### config.mk
export PLATFORM = sky130hd
export DESIGN_NAME = y86_wb_sched
export DESIGN_NICKNAME = d
export VERILOG_FILES = /design/src/rtl/y86_pkg.sv /design/src/rtl/y86_sb_counter.sv /design/src/rtl/y86_wb_sched.sv
export SDC_FILE = /design/constraint.sdc
export NUM_CORES = 1
export LEC_CHECK = 0
export BUFFER_PORTS_ARGS = -buffer_cell sky130_fd_sc_hd__buf_2
export CAP_MARGIN = 10
export CORE_UTILIZATION = 50
export CTS_BUF_LIST = sky130_fd_sc_hd__clkbuf_8
export DETAILED_ROUTE_END_ITERATION = 10
export PLACE_DENSITY = 0.85
export SYNTH_ARGS = -nofsm -noshare
export SYNTH_HDL_FRONTEND = slang
export SYNTH_HIERARCHICAL = 1
export SYNTH_SLANG_ARGS = --single-unit
### constraint.sdc
create_clock -name clk -period 6 [get_ports clk]
set_input_delay 0.9 -clock clk [delete_from_list [all_inputs] [get_ports clk]]
set_output_delay 0.9 -clock clk [all_outputs]
set_load 0.01 [all_outputs]
### src/rtl/y86_pkg.sv
// Shared Y86 definitions: register codes, write-back scheduler state and the
// register-write record used for the held second write of a pair.
package y86_pkg;

    localparam int       XLEN  = 64;
    localparam logic [3:0] RNONE = 4'hF;

    // Architectural register indices
    localparam logic [3:0] RAX = 4'd0;
    localparam logic [3:0] RCX = 4'd1;
    localparam logic [3:0] RDX = 4'd2;
    localparam logic [3:0] RBX = 4'd3;
    localparam logic [3:0] RSP = 4'd4;
    localparam logic [3:0] RBP = 4'd5;
    localparam logic [3:0] RSI = 4'd6;
    localparam logic [3:0] RDI = 4'd7;

    typedef enum logic {
        IDLE   = 1'b0,
        SECOND = 1'b1
    } wbs_state_t;

    typedef struct packed {
        logic [3:0]      addr;
        logic [XLEN-1:0] data;
    } reg_write_t;

endpackage

### src/rtl/y86_sb_counter.sv
// One scoreboard entry: 2-bit saturating up/down counter. Simultaneous inc
// and dec cancel. Saturating at either end raises a sticky err.
module y86_sb_counter (
    input  logic clk,
    input  logic rst,
    input  logic inc,
    input  logic dec,
    output logic nonzero,
    output logic err
);

    logic [1:0] cnt_reg;
    logic       err_reg;

    // Count outstanding writes; flag overflow/underflow without wrapping
    always_ff @(posedge clk or posedge rst) begin
        if (rst) begin
            cnt_reg <= 2'd0;
            err_reg <= 1'b0;
        end else begin
            if (inc && !dec) begin
                if (cnt_reg == 2'd3) err_reg <= 1'b1;
                else                 cnt_reg <= cnt_reg + 2'd1;
            end else if (dec && !inc) begin
                if (cnt_reg == 2'd0) err_reg <= 1'b1;
                else                 cnt_reg <= cnt_reg - 2'd1;
            end
        end
    end

    assign nonzero = (cnt_reg != 2'd0);
    assign err     = err_reg;

endmodule

### src/rtl/y86_wb_sched.sv
// Write-back scheduler: serialises the valE/valM pair of one instruction onto
// the single register-file write port and keeps a per-register pending count.
// Optional scoreboard is built only when Y86_WBS_SCOREBOARD_EN is defined.
module y86_wb_sched
    import y86_pkg::*;
#(
    parameter int         NREG  = 15,
    parameter int         W     = 64,
    parameter logic [3:0] RNONE = 4'hF
) (
    input  logic            clk,
    input  logic            rst,
    input  logic            wb_valid,
    output logic            wb_ready,
    input  logic [3:0]      wb_dstE,
    input  logic [W-1:0]    wb_valE,
    input  logic [3:0]      wb_dstM,
    input  logic [W-1:0]    wb_valM,
    output logic            rf_we,
    output logic [3:0]      rf_waddr,
    output logic [W-1:0]    rf_wdata,
    input  logic            iss_valid,
    input  logic [3:0]      iss_dstE,
    input  logic [3:0]      iss_dstM,
    output logic [NREG-1:0] pend_mask,
    output logic            sb_err
);

    wbs_state_t state_reg, state_next;
    reg_write_t hold_reg, hold_next;
    logic       rf_we_reg, rf_we_next;
    logic [3:0] rf_waddr_reg, rf_waddr_next;
    logic [W-1:0] rf_wdata_reg, rf_wdata_next;

    logic e_ok, m_ok;
    assign e_ok = (wb_dstE != RNONE);
    assign m_ok = (wb_dstM != RNONE);

    assign wb_ready = (state_reg == IDLE);

    // State, hold register and registered write port
    always_ff @(posedge clk or posedge rst) begin
        if (rst) begin
            state_reg    <= IDLE;
            hold_reg     <= '{addr: RNONE, data: '0};
            rf_we_reg    <= 1'b0;
            rf_waddr_reg <= 4'd0;
            rf_wdata_reg <= '0;
        end else begin
            state_reg    <= state_next;
            hold_reg     <= hold_next;
            rf_we_reg    <= rf_we_next;
            rf_waddr_reg <= rf_waddr_next;
            rf_wdata_reg <= rf_wdata_next;
        end
    end

    // Classify the accepted pair and pick the next write; M wins on equal dsts
    always_comb begin
        state_next    = state_reg;
        hold_next     = hold_reg;
        rf_we_next    = 1'b0;
        rf_waddr_next = rf_waddr_reg;
        rf_wdata_next = rf_wdata_reg;
        case (state_reg)
            IDLE: begin
                if (wb_valid) begin
                    if (e_ok && m_ok && (wb_dstE != wb_dstM)) begin
                        rf_we_next    = 1'b1;
                        rf_waddr_next = wb_dstE;
                        rf_wdata_next = wb_valE;
                        hold_next     = '{addr: wb_dstM, data: wb_valM};
                        state_next    = SECOND;
                    end else if (m_ok) begin
                        rf_we_next    = 1'b1;
                        rf_waddr_next = wb_dstM;
                        rf_wdata_next = wb_valM;
                    end else if (e_ok) begin
                        rf_we_next    = 1'b1;
                        rf_waddr_next = wb_dstE;
                        rf_wdata_next = wb_valE;
                    end
                end
            end
            SECOND: begin
                rf_we_next    = 1'b1;
                rf_waddr_next = hold_reg.addr;
                rf_wdata_next = hold_reg.data;
                hold_next     = '{addr: RNONE, data: '0};
                state_next    = IDLE;
            end
            default: state_next = IDLE;
        endcase
    end

    assign rf_we    = rf_we_reg;
    assign rf_waddr = rf_waddr_reg;
    assign rf_wdata = rf_wdata_reg;

`ifdef Y86_WBS_SCOREBOARD_EN
    logic [NREG-1:0] cnt_err;

    // One counter per register; decrement tracks the registered write port so
    // the pending bit drops on the edge the register file captures the write
    generate
        for (genvar gi = 0; gi < NREG; gi++) begin : g_sb
            logic inc, dec;
            assign inc = iss_valid && ((iss_dstE == 4'(gi)) || (iss_dstM == 4'(gi)));
            assign dec = rf_we_reg && (rf_waddr_reg == 4'(gi));
            y86_sb_counter u_cnt (
                .clk     (clk),
                .rst     (rst),
                .inc     (inc),
                .dec     (dec),
                .nonzero (pend_mask[gi]),
                .err     (cnt_err[gi])
            );
        end
    endgenerate

    assign sb_err = |cnt_err;
`else
    logic unused_iss;
    assign unused_iss = ^{iss_valid, iss_dstE, iss_dstM};
    assign pend_mask  = '0;
    assign sb_err     = 1'b0;
`endif

endmodule

# Yosys cells after proc, flatten, opt, wreduce, memory -nomap -nowiden
# Index checks and enable logic that the tools add are counted.
[totals] inputBits=148 reg_bits=138 out_inout_bits=86 wordCells=38
[classes] reduce_logical=4 bitwise=1 n_eq_ne=6 mux=21
[ops] cell="64-bit two-way mux" count=4
[ops] cell="68-bit two-way mux" count=2
[ops] cell="68-bit case mux with 2 select lines" count=1
[ops] cell="64-bit case mux with 2 select lines" count=1
[ops] cell="4-bit two-way mux" count=4
[ops] cell="4-bit != test (second input constant)" count=2
[ops] cell="4-bit case mux with 2 select lines" count=1
[ops] cell="1-bit two-way mux" count=6
[ops] cell="4-bit by 1-bit != test with 1-bit output (second input constant)" count=1
[ops] cell="4-bit != test" count=1
[ops] cell="1-bit case mux with 2 select lines" count=2
[ops] cell="2-bit AND reduction" count=2
[ops] cell="1-bit logical AND" count=2
[ops] cell="2-bit by 1-bit != test with 1-bit output (second input constant)" count=1
[ops] cell="2-bit != test (second input constant)" count=1
[ops] cell="1-bit inverter" count=1

# Logic depth before layout (Yosys ltp)
# Gate-level depths: netlist of run 1.
[depth] depth_word=6 ltp_mapped=9 depth_no_buf=5

# Least setup slack after synthesis of run 1
# Ideal clock, no wire load.
[synth_path] path_type="in2reg" start="input wb_dstM[0]" end="register hold_reg[19] in the netlist's numbering" path_slack_ns=3.571 arrival_time_ns=2.308 setup_time_ns=0.121 required_ns=5.879 n_path_buf=3 cell_stages=8 path_cell_list="xor2_1 > o41a_1 > buf_2 > nand2_4 > inv_2 > buf_6 > buf_2 > a22o_1"
[synth_between] elab_chain_cells=5
[synth_lines] element="start, declared" line="y86_wb_sched.sv:17" rtl="input logic [3:0] wb_dstM,"
[synth_lines] element="4-bit != test" line="y86_wb_sched.sv:37" rtl="assign m_ok = (wb_dstM != RNONE);"
[synth_lines] element="1-bit logical AND" line="y86_wb_sched.sv:68" rtl="if (e_ok && m_ok && (wb_dstE != wb_dstM)) begin"
[synth_lines] element="1-bit logical AND (*)" line="y86_wb_sched.sv:68"
[synth_lines] element="2-bit by 1-bit != test with 1-bit output (no line) (*)"
[synth_lines] element="2-bit AND reduction (no line) (*)"
[synth_lines] element="end signal, assigned" line="y86_wb_sched.sv:45" rtl="hold_reg <= '{addr: RNONE, data: '0};"
[synth_lines] element="end signal, assigned" line="y86_wb_sched.sv:51" rtl="hold_reg <= hold_next;"
[synth_lines] element="end, declared" line="y86_wb_sched.sv:30" rtl="reg_write_t hold_reg, hold_next;"
# Every way passes the cells marked *; elsewhere a longest branch is shown, timed or not.
# A chain may end at the register's enable or synchronous reset.

# Final worst setup path of run 1
[layout_path] start="input wb_dstE[1]" end="register hold_reg[48] in the netlist's numbering"
[layout_between] elab_chain_cells=5
[layout_lines] element="start, declared" line="y86_wb_sched.sv:15" rtl="input logic [3:0] wb_dstE,"
[layout_lines] element="4-bit != test" line="y86_wb_sched.sv:36" rtl="assign e_ok = (wb_dstE != RNONE);"
[layout_lines] element="1-bit logical AND" line="y86_wb_sched.sv:68"
[layout_lines] element="1-bit logical AND (*)" line="y86_wb_sched.sv:68"
[layout_lines] element="2-bit by 1-bit != test with 1-bit output (no line) (*)"
[layout_lines] element="2-bit AND reduction (no line) (*)"
# Marked as above.

==> metrics.txt, run 1 <==
CP Max Fanout=64; # IOs=234; final setup fails=0; ANT nets after route=0; hold buffers post-CTS=0; commonest non-fill, non-tap cell in the layout=buf_2; Area Overhead vs Synth=21.74%; GP Congestion=just under 0.8; PwrDens=~310 nW/µm²; number of global-route vias before repair=5,807; Design Area, Final=7933 µm²; sw power=between 700 and 800 µW; Tot Pwr=approximately 2.5 mW; crit-path cells=buf_2, nand4_1, o41a_2, buf_4, nand2_4, inv_2, buf_4, a22o_1; initial drt markers=665; Seq/Total Area, Yosys=0.5307; Critical-path top delay cell=buf_4; post-CTS setup buffers=0; Peak VDD IR=~260 µV; Comb power frac=0.224; Max-Cap Viols=0; EDFF count, synth=0; synthesis-stage register bit count=~140; Core Rows=a little over 40; top post-synthesis cells by area=dfrtp_1, nand3_1, a22o_1; Async SR Flop Fraction=1.000; CP Capture Type=flop; Initial Util=0.5143; final-report hold violation count=0; WHS=496.0 ps; Startpoint Class=input port; total number of vias=roughly 6,000; H-Tree Depth=4; mapped cell area=6516 µm²; clk root buf=clkbuf_8; Seq pwr share=0.468; LEAKAGE=about 3.9 nW; Crit path top cell by count=buf_4; sw frac=0.3069; drc violations=0; RSZ-0062 raised after global routing=no; slew margin rel.=0.3145; drt pass-1 iters=5; Detail Placement HPWL=about 11,000 µm; status=complete, no violations; min cycle time layout=about 3300 ps; most frequent cells in the layout=buf_2, nand3_1, dfrtp_1, a31oi_1, a22o_1; post-CTS sizing=0; largest net degree at the start of global routing=slightly below 90; Yosys top cell by area=dfrtp_1; Placed Cells=roughly 970; layout cell share with drive strength beyond 1=0.3129; Area after DPL=around 7500 µm²; Hold Path Class=reg2reg; number of CTS-inserted buffers=17; DIE AREA=around 13,000 µm²; routed wire length=roughly 18,000 µm; area occupied by multi-input gates=2720 µm²; actual slew at the worst max-slew pin=1028 ps; Cells after Synth=about 650; Worst Skew=roughly 12 ps; clock buffer depth=2; core area=about 13,000 µm²; # clock sinks=approximately 140; Die Y=116.2 µm; max reg flops=around 70; max-slew violations=0; via/cell ratio=roughly 5.9; Yosys top cell area share=0.5146; Final period util=0.5424; critical path class=in2reg; Main synth FF type=dfrtp_1; CTS tree=built; Worst-path clk slew=~70 ps; fmax=roughly 300 MHz; Die X-Extent=between 100 and 150 µm; setup TNS=0 ps; clock network power share=0.308; fill count=about 1,100; Cell variety after synth=36; Final nets=968; CP arrival=between 3000 and 4000 ps; post-synthesis average cell area=just over 10 µm²; PortBufs=~210; grt total ovfl=0; final worst slack=around 2700 ps; utilization after layout=0.6260; internal power=between 1.5 and 2 mW; Synthesis Warnings=6; GRT Overall Usage=0.2868; Worst EP required=~6400 ps; Layout Cells excl Fill=1,007; Clk Latency, worst-skew pair=~440 ps; initial antenna violation count=4; DR WL/cell=between 15 and 20 µm; register area=approximately 3500 µm²; slowest cell delay on critical path=between 600 and 700 ps; Place WS=2277 ps; first-pass GRT wire length=approximately 30,000 µm
==> path summary, 6_finish.rpt <==
kind	startpoint	end	slack, ps	cells after the start
max	wb_dstE[1]	hold_reg[48]	2750	8
min	hold_reg[23]	hold_reg[23]	500	1
max reg2reg	state_reg	hold_reg[48]	3520	4
min reg2reg	hold_reg[23]	hold_reg[23]	500	1
max in group asynchronous	rst	hold_reg[21]	4180	3
min in group asynchronous	rst	rf_wdata[47]	590	2
==> layer usage <==
metal | track usage | vias to the layer above | share of wire
li1 | - | 2716 | -
met2 | 0.4687 | 310 | 0.48
met5 | 0 | - | 0
met3 | 0.08666 | 15 | 0.086
met4 | 0.09829 | 0 | 0.014
met1 | 0.3642 | 2920 | 0.42
==> synth_stat cells, types with 2 or more instances <==
library cell  number
a21oi_1            3
a22o_1            64
a2bb2oi_1          3
a31oi_1           64
and2_1            64
buf_1             12
buf_2             17
buf_4             16
buf_6              4
clkbuf_1          31
dfrtp_1          134
dfstp_2            4
inv_1              2
nand2_1            4
nand3_1          189
nand4_1            2
nor2_1             3
o21ai_0            5
o22a_1             4
o2bb2ai_1          3
xor2_1             4
==> power groups by stage <==
stage,clock network (mW),logic (mW),registers [mW]
global placement,0,0.541,1.17
floorplan,0,0.304,1.20
CTS,0.772,0.556,1.15
detailed placement,0,0.553,1.17
finish,0.761,0.553,1.16
global route,0.813,0.612,1.17
==> cell type report <==
type,count,share of cell area
flip-flops and latches,138,0.4361
multi-input cells,440,0.3429
repair buffers,219,0.1416
clock buffers,18,0.03123
well taps,172,0.02713
clock inverters,12,0.01719
inverters,4,0.002524
diodes,4,0.001262
==> worst max-delay path, delay by kind of cell <==
kind | cells | cell delay, ps
compound gates | 2 | 480
buf+inv | 4 | 1710
simple gates | 2 | 500
==> logic make-up (layout without fill, tap and decap cells) <==
family / count (synthesis) / in the layout / share of synthesized area
compound gates: 153 / 153 / 0.1791
xor+xnor: 4 / 4 / 0.005376
buf+inv: 84 / 253 / 0.06547
flops: 138 / 138 / 0.5307
mux: 1 / 1 / 0.001536
other cells: 1 / 20 / 0.0005755
simple gates: 266 / 266 / 0.2172
Power figures use the tool's default switching activity.
==> inputs of run 2 (changes only) <==
--- a/config.mk
+++ b/config.mk
@@ -7,10 +7,10 @@
 export LEC_CHECK = 0
 export BUFFER_PORTS_ARGS = -buffer_cell sky130_fd_sc_hd__buf_2
 export CAP_MARGIN = 10
-export CORE_UTILIZATION = 50
+export CORE_UTILIZATION = 47
 export CTS_BUF_LIST = sky130_fd_sc_hd__clkbuf_8
 export DETAILED_ROUTE_END_ITERATION = 10
-export PLACE_DENSITY = 0.85
+export PLACE_DENSITY = 0.84
 export SYNTH_ARGS = -nofsm -noshare
 export SYNTH_HDL_FRONTEND = slang
 export SYNTH_HIERARCHICAL = 1
==> constraint.sdc (replaced) <==
create_clock -name clk -period 2.95 [get_ports clk]
set_input_delay 0.4425 -clock clk [delete_from_list [all_inputs] [get_ports clk]]
set_output_delay 0.4425 -clock clk [all_outputs]
set_load 0.01 [all_outputs]
==> run 2 against run 1 <==
Compared with the run above: hold slack worse by 320 ps; core utilization is 3.0 points lower; non-clock buffer count is 7 higher; register-to-register slack worse by 2700 ps; cell area is 0.74% higher; routed wire length is 1.3% lower; die area is 6.3% higher; global-route usage is 2.4 points lower; combinational power is 100% higher; critical endpoint is now wb_ready; largest cell class unchanged; highest routed layer unchanged.
==> metrics.txt, run 2 (synthesis gave the netlist of run 1 again) <==
crit-path cells=inv_2, buf_2 (was buf_2, nand4_1, o41a_2, buf_4, nand2_4, inv_2, buf_4, a22o_1); CP Max Fanout=36 (was 64); GRT Overall Usage=0.2632 (was 0.2868); WHS=180.9 ps (was 496.0 ps); n_diodes=0 (was 4); setup TNS=0 ps (unchanged); Worst EP required=2510 ps (was 6370 ps); Area Overhead vs Synth=22.64% (was 21.74%); Hold Path Class=in2async (was reg2reg); Core Rows=42 (was 41); LEAKAGE=3.986 nW (was 3.949 nW); worst r2r src=state_reg (unchanged); Crit path max-delay family=flip-flops (was buffers and inverters); Die Y=119.7 µm (was 116.2 µm); layout cell share with drive strength beyond 1=0.3154 (was 0.3129); CTS tree=built (unchanged); Max-Cap Viols=0 (unchanged); fill count=1,161 (was 1,077); max reg flops=68 (unchanged); # IOs=234 (unchanged); Worst-path clk slew=70 ps (about the same); Critical-path top delay cell=dfrtp_2 (was buf_4); Peak VDD IR=344.7 µV (was 258.8 µV); PortBufs=208 (unchanged); Final nets=975 (was 968); hold buffers post-CTS=0 (unchanged); Die X-Extent=119.7 µm (was 116.2 µm); most frequent cells in the layout=buf_2, nand3_1, dfrtp_1, a31oi_1, a22o_1 (unchanged); R2R depth=6 (was 4); max-slew violations=0 (unchanged); largest net degree at the start of global routing=139 (was 87); ANT nets after route=0 (unchanged); number of CTS-inserted buffers=17 (unchanged); number of global-route vias before repair=5,964 (was 5,807); critical path depth in cells=2 (was 8); grt total ovfl=0 (unchanged); CP arrival=1670 ps (was 3630 ps); fmax=roughly 470 MHz; post-CTS setup buffers=0 (unchanged); actual slew at the worst max-slew pin=783.7 ps (was 1028 ps); drt pass-1 iters=5 (unchanged); Clk Latency, worst-skew pair=430 ps (was 440 ps); Placed Cells=984 (was 973); RSZ-0062 raised after global routing=no (unchanged); slowest cell delay on critical path=740 ps (was 640 ps); Worst Setup SP=state_reg (was wb_dstE[1]); area occupied by multi-input gates=2720 µm² (unchanged); Initial Util=0.4863 (was 0.5143); DIE AREA=14,340 µm² (was 13,490 µm²); final-report hold violation count=0 (unchanged); Final period util=0.7162; via/cell ratio=5.920 (about the same); register area=3460 µm² (unchanged); Startpoint Class=flop (was input port); CP Capture Type=output port (was flop); first-pass GRT wire length=29,520 µm (was 29,620 µm); PwrDens=621.4 nW/µm² (was 311.3 nW/µm²); initial antenna violation count=0 (was 4); post-CTS sizing=0 (unchanged); routed wire length=18,190 µm (was 18,430 µm); min cycle time layout=roughly 2100 ps; core area=13,400 µm² (was 12,670 µm²); initial drt markers=464 (was 665); Worst Skew=6.432 ps (was 11.67 ps); slew margin rel.=0.4775 (was 0.3145); # clock sinks=138 (unchanged); clock buffer depth=2 (unchanged); critical path class=reg2out (was in2reg); status=complete, no violations (unchanged); commonest non-fill, non-tap cell in the layout=buf_2 (unchanged); total number of vias=5,997 (was 5,961); clk root buf=clkbuf_8 (unchanged); H-Tree Depth=4 (unchanged); drc violations=0 (unchanged); DR WL/cell=17.96 µm (was 18.30 µm); Layout Cells excl Fill=1,013 (was 1,007); Buf+Inv Stages, Crit Path=2 (was 4); final setup fails=0 (unchanged); GP Congestion=0.8002 (was 0.7749); Detail Placement HPWL=11,490 µm (was 10,690 µm)
[run 2: area by class of cell]
cell class                      count  area share
Clock buffer                       21     0.03617
Clock inverter                      8     0.01033
Inverter                            4    0.002349
Multi-Input combinational cell    440      0.3404
Sequential cell                   138      0.4329
Tap cell                          176     0.02756
Timing Repair Buffer              226      0.1503
[run 2: worst paths after layout]
path,endpoint,slack (ps)
min reg2reg,rf_wdata[31],490
max reg2reg,hold_reg[57],850
max,wb_ready,840
max in group asynchronous,state_reg,2120
min in group clk,rf_wdata[35],230
min,rf_wdata[32],180
[run 2: per-layer routing]
layer	part of all wire	GRT usage	vias to the layer above
li1	-	-	2727
met1	0.42	0.3509	2916
met2	0.48	0.4180	315
met3	0.079	0.04895	39
met4	0.027	0.1188	0
met5	0	0	-
[run 2: power by group]
part	switching (mW)	leakage, nW	internal (mW)
registers	0.170	1.75	2.19
clock network	0.666	0.211	0.810
logic	0.657	2.03	0.471
[run 2: through the flow]
step | power, mW | util | setup slack (ps) | cell area [µm²]
floorplan | 3.056 | - | 789.6 | 6576
global placement | 3.481 | 0.5686 | 630.4 | 7620
detailed placement | 3.522 | 0.5686 | 593.3 | 7620
CTS | 4.997 | 0.5964 | 781.4 | 7991
global route | 5.230 | 0.5964 | 684.7 | 7991
finish | 4.966 | 0.5964 | 837.1 | 7991
[run 2: tightest hold or removal path: cells and delay by family]
kind                   cells  cell delay, ps
buffers and inverters      3             660
